==> config.mk <==
export PLATFORM = sky130hd
export DESIGN_NAME = regfile_32x64
export DESIGN_NICKNAME = d
export VERILOG_FILES = /design/src/rtl/regfile_32x64.sv
export SDC_FILE = /design/constraint.sdc
export NUM_CORES = 2
export LEC_CHECK = 0
export BUFFER_PORTS_ARGS = -buffer_cell sky130_fd_sc_hd__buf_2
export CAP_MARGIN = 10
export CORE_MARGIN = 2
export CORE_UTILIZATION = 60
export CTS_BUF_LIST = sky130_fd_sc_hd__clkbuf_8
export DETAILED_ROUTE_END_ITERATION = 6
export GPL_TIMING_DRIVEN = 1
export HOLD_SLACK_MARGIN = 0.03
export PLACE_DENSITY = 0.8
export SLEW_MARGIN = 30
export SYNTH_ARGS = -nofsm -noshare
export SYNTH_HDL_FRONTEND = slang
export SYNTH_SLANG_ARGS = --single-unit
==> constraint.sdc <==
create_clock -name clk -period 4.7 [get_ports clk]
set_clock_uncertainty 0.05 [all_clocks]
set_input_delay 0 -clock clk [delete_from_list [all_inputs] [get_ports clk]]
set_output_delay 0 -clock clk [all_outputs]
set_load 0.1 [all_outputs]
==> src/rtl/regfile_32x64.sv <==
// 32x64 integer register file: two combinational read ports, one write port fed by a one-hot decoder.
// Write 1 cycle, read 0 cycles; no backpressure. REGFILE_BYPASS_EN enables same-cycle write-through.
module decoder5_32 (
  input  logic [4:0]  in,
  input  logic        RegWrite,
  output logic [31:0] out
);
  always_comb begin
    out     = '0;
    out[in] = RegWrite;
  end
endmodule

module regfile_32x64 #(
  parameter int DATA_WIDTH = 64,
  parameter int ZERO_REG   = 31
) (
  input  logic                  clk,
  input  logic                  reset,
  input  logic                  RegWrite,
  input  logic [4:0]            WriteRegister,
  input  logic [DATA_WIDTH-1:0] WriteData,
  input  logic [4:0]            ReadRegister1,
  input  logic [4:0]            ReadRegister2,
  output logic [DATA_WIDTH-1:0] ReadData1,
  output logic [DATA_WIDTH-1:0] ReadData2
);
  localparam logic [4:0] ZERO_IDX = 5'(ZERO_REG);

  logic [31:0]           dec_en;
  logic [31:0]           wr_en;
  logic [DATA_WIDTH-1:0] regs_q [32];
  logic [DATA_WIDTH-1:0] regs_d [32];

  decoder5_32 u_dec (
    .in       (WriteRegister),
    .RegWrite (RegWrite),
    .out      (dec_en)
  );

  // XZR never holds state, so its enable is masked off at the source.
  always_comb begin
    wr_en           = dec_en;
    wr_en[ZERO_IDX] = 1'b0;
  end

  always_comb begin
    for (int i = 0; i < 32; i++) begin
      regs_d[i] = regs_q[i];
      if (wr_en[i]) regs_d[i] = WriteData;
    end
  end

  always_ff @(posedge clk) begin
    if (reset) begin
      for (int i = 0; i < 32; i++) regs_q[i] <= '0;
    end else begin
      for (int i = 0; i < 32; i++) regs_q[i] <= regs_d[i];
    end
  end

  always_comb begin
    ReadData1 = (ReadRegister1 == ZERO_IDX) ? '0 : regs_q[ReadRegister1];
    ReadData2 = (ReadRegister2 == ZERO_IDX) ? '0 : regs_q[ReadRegister2];
`ifdef REGFILE_BYPASS_EN
    // Forwarding ignores reset so the WB value is seen by ID in the same cycle.
    if (RegWrite && (WriteRegister != ZERO_IDX)) begin
      if (WriteRegister == ReadRegister1) ReadData1 = WriteData;
      if (WriteRegister == ReadRegister2) ReadData2 = WriteData;
    end
`else
`endif
  end
endmodule

==> results.py <==
metrics = {
    "timing": {
        "setup_ws_ns": 1.27,
        "setup_viol": 0,
        "hold_viol": 0,
        "fin_hold_ws_ns": 0.0718,
        "max_clock_freq_mhz": 292,
        "grt_setup_unrepaired": "false",
        "slew_viol_final": 0,
        "timing.slew.headroom_pct": 23.0,
        "setup_tns_ns": 0,
        "worstMarginPinSlew_ns": 1.16,
        "period_minus_slack_ns": 3.43,
        "fin_crit_sh_pct": 72.9,
    },
    "routing": {
        "drt_iter0_markers": 12243,
        "drc": 1,
        "num_vias": 65853,
        "wl_mm": 321,
        "vias_per_cell": 7.51,
        "first_pass_iters": 7,
        "wl_per_cell_um": 36.6,
        "drtAntennaViolNets": 0,
    },
    "finish": {
        "reg_top3": "regs_q x1984",
        "largest_register_ff_count": 1984,
        "multiInputGateArea_um2": 35900,
        "final_cell_count_no_fill": 8771,
        "seq_area_um2": 59600,
        "regMostFlops": "regs_q",
        "finalInstanceArea_um2": 108000,
        "layout-drive-gt1-share_pct": 29.2,
        "finalNetCount": 6433,
        "area_growth_syn_to_layout_pct": 10.6,
        "fill_cells": 10582,
    },
    "critical_path": {
        "critical_path.startpoint": "ReadRegister2[0]",
        "crit_fanout": 65,
        "crit_arrival_ns": 3.38,
        "critPathRequiredTime_ns": 4.65,
        "start_kind": "input port",
        "critPathCaptureType": "output pin",
        "criticalPathCategory": "in -> out",
    },
    "clock_tree": {
        "numCtsBuffers": 332,
        "clk_path_buf_depth": 4,
        "cts.sinks": 1984,
        "htree_levels": 5,
        "path_clk_slew_ns": 0.06,
        "tritoncts": "built",
        "cts_resized": 0,
        "cts-root-buf": "clkbuf_8",
        "cts_setup_buffers": 0,
    },
    "global_routing": {
        "antenna_found_initial": 14,
        "track_usage_pct": 38.4,
        "grt_first_pass_wirelength_mm": 455,
        "grt_max_degree": 123,
        "first_global_vias": 65355,
        "globalRouteOverflowTotal": 0,
    },
    "placed_design": {
        "place_area_um2": 102000,
        "io_buffers": 209,
        "dp_hpwl_mm": 183,
        "place_congestion": 0.889,
        "dp_slack_ns": 1.50,
        "dp.cells": 8104,
    },
    "synth": {
        "synth-edff-count": 1984,
        "synth_seq_cells": 1984,
        "yosys_most_used_dff": "edfxtp_1",
        "ys_top_cells_by_area": "edfxtp_1 61%, mux4_2 20%, nor2_1 4.9%, mux2i_1 3.3%, mux2_2 2.2%",
        "ys_types": 46,
        "synth_top_area_share_pct": 60.8,
        "synth_nets": 6262,
        "syn-cell-area_um2": 98000,
        "avgSynthCellArea_um2": 15.9,
        "ys_seq_area_share_pct": 60.8,
        "ys_warn_count": 0,
        "synth_top_area_cell": "edfxtp_1",
        "synthArstFlopShare_pct": 0,
        "syn-instance-count": 6180,
    },
    "floorplanning": {
        "dieArea_um2": 167000,
        "die-width_um": 408,
        "top_level_ports": 210,
        "die_h_um": 408,
        "design.core.area_um2": 162000,
        "initial_core_util_pct": 60.3,
        "num_rows": 148,
    },
    "worst_hold_path": {
        "min_path_cells": 5,
        "hp-start": "WriteData[24]",
        "hp-class": "in -> reg",
    },
    "power_and_ir_drop": {
        "peakVddDrop_mv": 0.367,
        "p_leak_uw": 0.0377,
        "pwr_density_cell_nw_per_um2": 393,
    },
    "run_status": {
        "violations": "DRC",
        "status": "finished, violations left",
    },
    "flow_run": {
        "cap_violations": 0,
    },
}
[critical path, stage by stage]
cell and delay, ns:
buf_8 0.54, or2_4 0.98, o22ai_1 0.18, o32ai_1 0.78
a21o_1 0.32, buf_2 0.46
[cell type report]
type,count,area share (%)
flip-flops and latches,1984,55.0
multi-input cells,3480,33.1
clock buffers,340,4.32
repair buffers,487,3.75
well taps,2175,2.51
clock inverters,233,1.14
inverters,66,0.229
diodes,6,0.0139
[placed cells by master (no fill, tap or decap), types with 11 or more instances in the layout]
cell / instances
buf_2: 200
buf_4: 145
o32ai_1: 36
o22ai_1: 137
edfxtp_1: 1984
bufinv_16: 11
mux2i_1: 319
clkinv_2: 35
mux2_2: 195
nor2_1: 1279
clkbuf_8: 340
a221o_1: 31
a21oi_1: 100
dlygate4sd3_1: 86
a22oi_1: 99
o211ai_1: 28
clkinv_1: 84
inv_1: 162
nand2_4: 18
nand2b_1: 62
a21o_1: 36
a2bb2oi_1: 90
mux4_2: 855
buf_12: 44
nand2b_4: 22
nor2b_1: 40
a211o_1: 60
[cells in the mapped netlist (all sizes together), types with 31 or more instances]
| library cell | n |
|---|---|
| a2bb2oi | 90 |
| mux2i | 319 |
| inv | 66 |
| nor2b | 46 |
| mux2 | 195 |
| o22ai | 137 |
| clkbuf | 335 |
| a21oi | 100 |
| a22oi | 99 |
| a211o | 60 |
| nand2b | 88 |
| buf | 315 |
| mux4 | 855 |
| nor2 | 1282 |
| o32ai | 36 |
| edfxtp | 1984 |
| a21o | 38 |
| a221o | 31 |
[metal layers]
layer	vias up	track usage, %	share of wire [%]	routed length (um)
li1	24835	-	-	-
met1	32830	49.1	31	101000
met2	6749	57.3	45	144000
met3	1421	13.1	17	53000
met4	18	22.6	7.0	22600
met5	-	0	0.032	104
[kinds of logic after synthesis]
logic type	Yosys count	share of synthesized area [%]
DFF	1984	60.8
buffers and inverters	716	3.17
muxes	1369	25.2
and+or+nand+nor	1470	6.06
AOI/OAI and AO/OA	641	4.81
[timing repair]
item                                    in CTS  in global routing
endpoints found under the setup margin       0                  0
hold buffers                                87                  0
endpoints found under the hold margin     2089                  0
[metrics by stage]
stage	util (%)	total power, uW
final	66.7	42600
after global routing	66.7	43500
after CTS	66.7	42300
after detailed placement	62.5	28400
after global placement	62.4	28200
after floorplan	-	26300
[path summary, 6_finish.rpt]
| path | slack (ns) | end |
|---|---|---|
| worst max-delay path | 1.27 | ReadData2[46] |
| worst min-delay path | 0.07 | regs_q[17][24]$_SDFFCE_PN0P_ |
[power by group]
group	internal [uW]	switching, uW
Clock	7290	7000
Sequential	20800	621
Combinational	2420	4510
Power figures use the tool's default switching activity.
